### config.mk
export PLATFORM = sky130hd
export DESIGN_NAME = alu_op_sequencer
export DESIGN_NICKNAME = d
export VERILOG_FILES = /design/src/rtl/alu_seq_pkg.sv /design/src/rtl/alu_settle_timer.sv /design/src/rtl/alu_op_sequencer.sv
export SDC_FILE = /design/constraint.sdc
export NUM_CORES = 1
export LEC_CHECK = 0
export BUFFER_PORTS_ARGS = -buffer_cell sky130_fd_sc_hd__buf_4
export CORE_MARGIN = 3
export CORE_UTILIZATION = 29
export CTS_BUF_LIST = sky130_fd_sc_hd__clkbuf_2
export DETAILED_ROUTE_END_ITERATION = 8
export PLACE_DENSITY = 0.56
export SKIP_CTS_REPAIR_TIMING = 1
export SLEW_MARGIN = 10
export SYNTH_ARGS = -nofsm -noshare
export SYNTH_HDL_FRONTEND = slang
export SYNTH_SLANG_ARGS = --single-unit
### constraint.sdc
create_clock -name clk -period 2.3 [get_ports clk]
set_input_delay 0 -clock clk [delete_from_list [all_inputs] [get_ports clk]]
set_output_delay 0 -clock clk [all_outputs]
set_load 0.01 [all_outputs]
### src/rtl/alu_seq_pkg.sv
// Shared encodings and default widths for the ALU operation sequencer.
package alu_seq_pkg;

  localparam int DATA_W = 8;
  localparam int SEL_W  = 3;
  localparam int RES_W  = 16;
  localparam int CNT_W  = 4;

  localparam logic [2:0] SWEEP_LAST = 3'd7;

  typedef enum logic [1:0] {
    IDLE = 2'd0,
    WAIT = 2'd1,
    HOLD = 2'd2
  } state_e;

endpackage

### src/rtl/alu_settle_timer.sv
// Loadable down-counter; done is high during the last counted cycle (count == 1).
module alu_settle_timer #(
  parameter int CNT_W = 4
) (
  input  logic             clk,
  input  logic             rst_n,
  input  logic             load,
  input  logic [CNT_W-1:0] load_val,
  input  logic             dec,
  output logic             done
);

  logic [CNT_W-1:0] cnt_q, cnt_d;

  // NOTE: every combinational output gets a default first so no path leaves it
  // unassigned; a missing default would infer a latch.
  always_comb begin
    cnt_d = cnt_q;
    if (load) begin
      cnt_d = load_val;
    end else if (dec && (cnt_q != '0)) begin
      cnt_d = cnt_q - 1'b1;
    end
  end

  // NOTE: state registers use non-blocking assignments so every flop samples
  // pre-edge values, independent of statement order.
  always_ff @(posedge clk) begin
    if (!rst_n) begin
      cnt_q <= '0;
    end else begin
      cnt_q <= cnt_d;
    end
  end

  assign done = (cnt_q == CNT_W'(1));

endmodule

### src/rtl/alu_op_sequencer.sv
// Drives registered operands/select into an 8-bit ALU, captures y after a settle
// time and hands it downstream; sweep mode walks sel 0..7 on the held operands.
module alu_op_sequencer #(
  parameter int DATA_W = alu_seq_pkg::DATA_W,
  parameter int SEL_W  = alu_seq_pkg::SEL_W,
  parameter int RES_W  = alu_seq_pkg::RES_W,
  parameter int SETTLE = 1
) (
  input  logic              clk,
  input  logic              rst_n,
  input  logic              cmd_valid,
  output logic              cmd_ready,
  input  logic [DATA_W-1:0] cmd_a,
  input  logic [DATA_W-1:0] cmd_b,
  input  logic [SEL_W-1:0]  cmd_sel,
  input  logic              sweep_start,
  output logic [DATA_W-1:0] alu_a,
  output logic [DATA_W-1:0] alu_b,
  output logic [SEL_W-1:0]  alu_sel,
  input  logic [RES_W-1:0]  alu_y,
  output logic              res_valid,
  input  logic              res_ready,
  output logic [RES_W-1:0]  res_y,
  output logic [SEL_W-1:0]  res_sel,
  output logic              busy,
  output logic              sweep_done
);

  import alu_seq_pkg::*;

  state_e            state_q, state_d;
  logic [DATA_W-1:0] alu_a_q, alu_a_d;
  logic [DATA_W-1:0] alu_b_q, alu_b_d;
  logic [SEL_W-1:0]  alu_sel_q, alu_sel_d;
  logic [RES_W-1:0]  res_y_q, res_y_d;
  logic [SEL_W-1:0]  res_sel_q, res_sel_d;
  logic              res_valid_q, res_valid_d;
  logic              sweep_q, sweep_d;
  logic              sweep_done_q, sweep_done_d;

  logic tmr_load;
  logic tmr_dec;
  logic tmr_done;

  alu_settle_timer #(
    .CNT_W(CNT_W)
  ) u_timer (
    .clk     (clk),
    .rst_n   (rst_n),
    .load    (tmr_load),
    .load_val(CNT_W'(SETTLE)),
    .dec     (tmr_dec),
    .done    (tmr_done)
  );

  always_comb begin
    state_d      = state_q;
    alu_a_d      = alu_a_q;
    alu_b_d      = alu_b_q;
    alu_sel_d    = alu_sel_q;
    res_y_d      = res_y_q;
    res_sel_d    = res_sel_q;
    res_valid_d  = res_valid_q;
    sweep_d      = sweep_q;
    sweep_done_d = 1'b0;
    tmr_load     = 1'b0;
    tmr_dec      = 1'b0;

    case (state_q)
      IDLE: begin
        // A command takes priority over a simultaneous sweep request.
        if (cmd_valid) begin
          alu_a_d   = cmd_a;
          alu_b_d   = cmd_b;
          alu_sel_d = cmd_sel;
          tmr_load  = 1'b1;
          state_d   = WAIT;
        end else if (sweep_start) begin
          alu_sel_d = '0;
          sweep_d   = 1'b1;
          tmr_load  = 1'b1;
          state_d   = WAIT;
        end
      end

      WAIT: begin
        tmr_dec = 1'b1;
        if (tmr_done) begin
          res_y_d     = alu_y;
          res_sel_d   = alu_sel_q;
          res_valid_d = 1'b1;
          state_d     = HOLD;
        end
      end

      HOLD: begin
        if (res_ready) begin
          res_valid_d = 1'b0;
          if (sweep_q && (alu_sel_q != SEL_W'(SWEEP_LAST))) begin
            alu_sel_d = alu_sel_q + SEL_W'(1);
            tmr_load  = 1'b1;
            state_d   = WAIT;
          end else begin
            sweep_done_d = sweep_q;
            sweep_d      = 1'b0;
            state_d      = IDLE;
          end
        end
      end

      default: state_d = IDLE;
    endcase
  end

  always_ff @(posedge clk) begin
    if (!rst_n) begin
      state_q      <= IDLE;
      alu_a_q      <= '0;
      alu_b_q      <= '0;
      alu_sel_q    <= '0;
      res_y_q      <= '0;
      res_sel_q    <= '0;
      res_valid_q  <= 1'b0;
      sweep_q      <= 1'b0;
      sweep_done_q <= 1'b0;
    end else begin
      state_q      <= state_d;
      alu_a_q      <= alu_a_d;
      alu_b_q      <= alu_b_d;
      alu_sel_q    <= alu_sel_d;
      res_y_q      <= res_y_d;
      res_sel_q    <= res_sel_d;
      res_valid_q  <= res_valid_d;
      sweep_q      <= sweep_d;
      sweep_done_q <= sweep_done_d;
    end
  end

  // Ready is held low during reset so nothing is offered as accepted.
  assign cmd_ready  = rst_n && (state_q == IDLE);
  assign busy       = (state_q != IDLE);
  assign alu_a      = alu_a_q;
  assign alu_b      = alu_b_q;
  assign alu_sel    = alu_sel_q;
  assign res_valid  = res_valid_q;
  assign res_y      = res_y_q;
  assign res_sel    = res_sel_q;
  assign sweep_done = sweep_done_q;

endmodule

==> key figures <==
Global routing
  • Antenna violations before repair: 0
  • Global-route wire length before repair: roughly 7.9 mm
  • Largest net degree at the start of global routing: 48
  • Gr usage total: 12.8%
  • Vias in the first global route: 1671
  • GRT Residual Overflow: 0

Logic synthesis
  • Main combinational cell family by area after synthesis: simple AND/OR/NAND/NOR gates
  • Syn nets: 276
  • Synth cell types: 39
  • Synth Area in Adders: 2.49%
  • Avg Cell Area, Syn: just under 9 um^2
  • Multiplexer share of the synthesized area: 0.497%
  • XOR/XNOR Fraction of Synth Area: 0.435%
  • Synth async-reset ratio: 0%
  • Synth Area in Simple Gates: 25.0%
  • Post-synthesis cell area: 0.00201 mm^2
  • Seq/Total Area, Yosys: 46.7%
  • Dominant synthesized flop cell: dfxtp_1
  • Flops & latches, synth: between 40 and 50
  • Number of synthesized flops with an enable pin: 0
  • Cells after synthesis: 232
  • Yosys warning total: 0
  • Compound-cell area share of the yosys netlist: 20.4%

Drt
  • Post-DRT Antenna Nets: 0
  • Post-Route WL: 5.42 mm
  • DR vias/cell: ~4.5
  • DRT iter0 DRCs: 58
  • DR DRC count: 0
  • Vias: 1899
  • DR WL/cell: 12.8 um
  • 1st-pass router iterations: 4

CTS
  • H-Tree Level Count: 2
  • Bufs on Longest Clock Path: 2
  • CTS tree: built
  • Worst-Skew Late Latency: 0.39 ns
  • Sinks on Clock Net: 47
  • CTS Buf Count: 5
  • Clock root buffer: clkbuf_2
  • Clock Pin Slew Worst Setup and Hold Paths: 0.22 ns

Critical path
  • R2R depth: 5
  • Reg2reg setup slack: 0.28 ns
  • Worst-path maximum fanout: 12
  • Crit path kind: flip-flop to flip-flop
  • CP endpoint kind: flip-flop
  • Critical Path AT: 2.34 ns
  • Startpoint Class: flip-flop
  • FF-to-FF Start: state_q[1]
  • Crit path capture: state_q[1]
  • Worst EP required: 2.62 ns
  • Reg2Reg Capture Point: state_q[1]
  • CP startpoint: state_q[1]

Floorplan
  • Ports: between 80 and 90
  • Initial Utilization: 30.8%
  • Die area: 0.00798 mm^2
  • Core ar.: 0.00653 mm^2
  • Die width: 89.3 um
  • Die Y: ~89 um
  • Site row count: 29

Job
  • Max Cap Viol: 0

Power and ir drop
  • Max VDD drop: 0.240 mV
  • Comb pwr share: between 20% and 30%
  • P_int: between 1 and 1.5 mW
  • Clock power frac: 18.0%
  • Switching Share: 30.5%
  • Cell area power density: 569 mW/mm^2
  • Sw power: between 0.5 and 0.6 mW
  • Flop pwr share: 53.6%
  • LEAKAGE: 1.33 nW

Final layout
  • Area Overhead vs Synth: 52.8%
  • Share of layout cells above drive strength 1: between 20% and 30%
  • Seq. cell area: 941 um^2
  • Multi-input logic area: roughly 1000 um^2
  • Final net count: 391
  • Fill cells: 656
  • Fin util: a little under half
  • Total inserted antenna cells: 0

Timing
  • TNS Setup: 0 ns
  • RSZ-0062 raised after global routing: no
  • Endpoints failing hold: 0
  • # setup viols final: 0
  • Tmin final: 2.02 ns
  • Tightest Pin Transition: 0.584 ns
  • Max Slew Vio Count: 0
  • Slew HR: around three fifths
  • Final Skew: between 0.015 and 0.02 ns
  • Highest clock rate: 0.495 GHz
  • Crit share post-route: 87.8%

Placed design
  • HPWL after DPL: 3.74 mm
  • Number of buffers added on ports: between 80 and 90
  • Placer Congestion: 0.773

Outcome
  • Status: complete, no violations

Worst hold path
  • Worst Hold Class: input pin to flip-flop
state kept, by name (all words and copies together) (netlist names), 2 cells and up:
register / cells
res_sel: 3
state_q: 2
alu_sel: 3
alu_b: 8
u_timer.cnt_q: 4
alu_a: 8
res_y: 16
critical path, cell delays in order (launching register included):
cell           delay (ns)
dfxtp_1              0.70
nor2b_2              0.13
and3_1               0.20
buf_4                0.18
o21a_1               0.18
dlygate4sd3_1        0.55
synth_stat cells, types with 2 or more instances:
master	count	area, um^2
ha_1	4	50.1
nand2_1	77	289
o211a_1	2	20.0
nor2b_1	4	25.0
clkbuf_1	6	22.5
dfxtp_1	47	941
nand3_1	5	25.0
nor2_1	6	22.5
a21boi_1	29	218
a31oi_1	2	12.5
o21ai_0	3	15.0
inv_1	4	15.0
o21a_1	2	15.0
buf_4	4	30.0
nand2b_1	3	18.8
and2_1	3	18.8
a21oi_1	3	15.0
buf_2	2	10.0
a21boi_0	6	45.0
worst min path at each step:
stage | startpoint | to | slack (ns) | cells after the start
floorplan | cmd_a[2] | alu_a[2] | 0.13 | 2
global placement | alu_y[7] | res_y[7] | 0.25 | 3
detailed placement | alu_y[2] | res_y[2] | 0.26 | 3
CTS | alu_y[13] | res_y[13] | -0.23 | 3
global route | cmd_valid | alu_sel[2] | 0.01 | 4
finish | cmd_valid | alu_sel[2] | 0.04 | 4
cells by family after synthesis:
family / count (synthesis)
xor+xnor: 1
simple gates: 109
fa+ha+maj: 4
buf+inv: 17
mux: 1
compound gates: 53
flops: 47
layout make-up:
type                            instances  area share (%)
Timing Repair Buffer                  121            32.6
Inverter                                4           0.488
Clock inverter                          2           0.244
Multi-Input combinational cell        168            32.0
Clock buffer                            6           0.976
Tap cell                               77            3.13
Sequential cell                        47            30.6
power groups by stage:
stage                     logic [mW]  clock network, mW  registers [mW]
after floorplan                0.247                  0           0.963
after global placement         0.449                  0           0.955
after detailed placement       0.451                  0           0.956
after CTS                      0.451              0.346           0.940
after global routing           0.555              0.376           0.951
final                          0.497              0.315           0.940
routing by layer:
layer / global-route usage [%] / up-vias / wire [um]
met5: 0 / - / 0
met4: 4.47 / 0 / 55
met3: 3.69 / 5 / 296
met2: 21.2 / 57 / 2550
met1: 15.9 / 837 / 2520
li1: - / 1000 / -
cell usage in the layout (no fill, tap or decap), types with 3 or more instances in the layout:
| master | synthesis | routed |
|---|---|---|
| inv_1 | 4 | 4 |
| ha_1 | 4 | 4 |
| o21ai_0 | 3 | 3 |
| clkbuf_2 | 0 | 6 |
| and2_1 | 3 | 3 |
| nor2b_1 | 4 | 4 |
| nor2_1 | 6 | 6 |
| dlygate4sd3_1 | 0 | 38 |
| nand3_1 | 5 | 5 |
| a21boi_1 | 29 | 29 |
| a21oi_1 | 3 | 3 |
| buf_4 | 4 | 83 |
| nand2b_1 | 3 | 3 |
| a21boi_0 | 6 | 6 |
| nand2_1 | 77 | 77 |
| dfxtp_1 | 47 | 47 |
through the flow:
step	instance area, um^2	hold slack [ns]	total power, mW	setup slack (ns)	cells
5_1_grt	3080	0.0109	1.88	0.0778	425
6_report	3080	0.0376	1.75	0.281	425
2_1_floorplan	2010	0.135	1.21	0.664	232
3_5_place_dp	2660	0.257	1.41	0.556	379
3_3_place_gp	2660	0.247	1.40	0.589	379
4_1_cts	2700	-0.234	1.74	0.519	387
No activity file was read; power rests on OpenSTA's default activity.
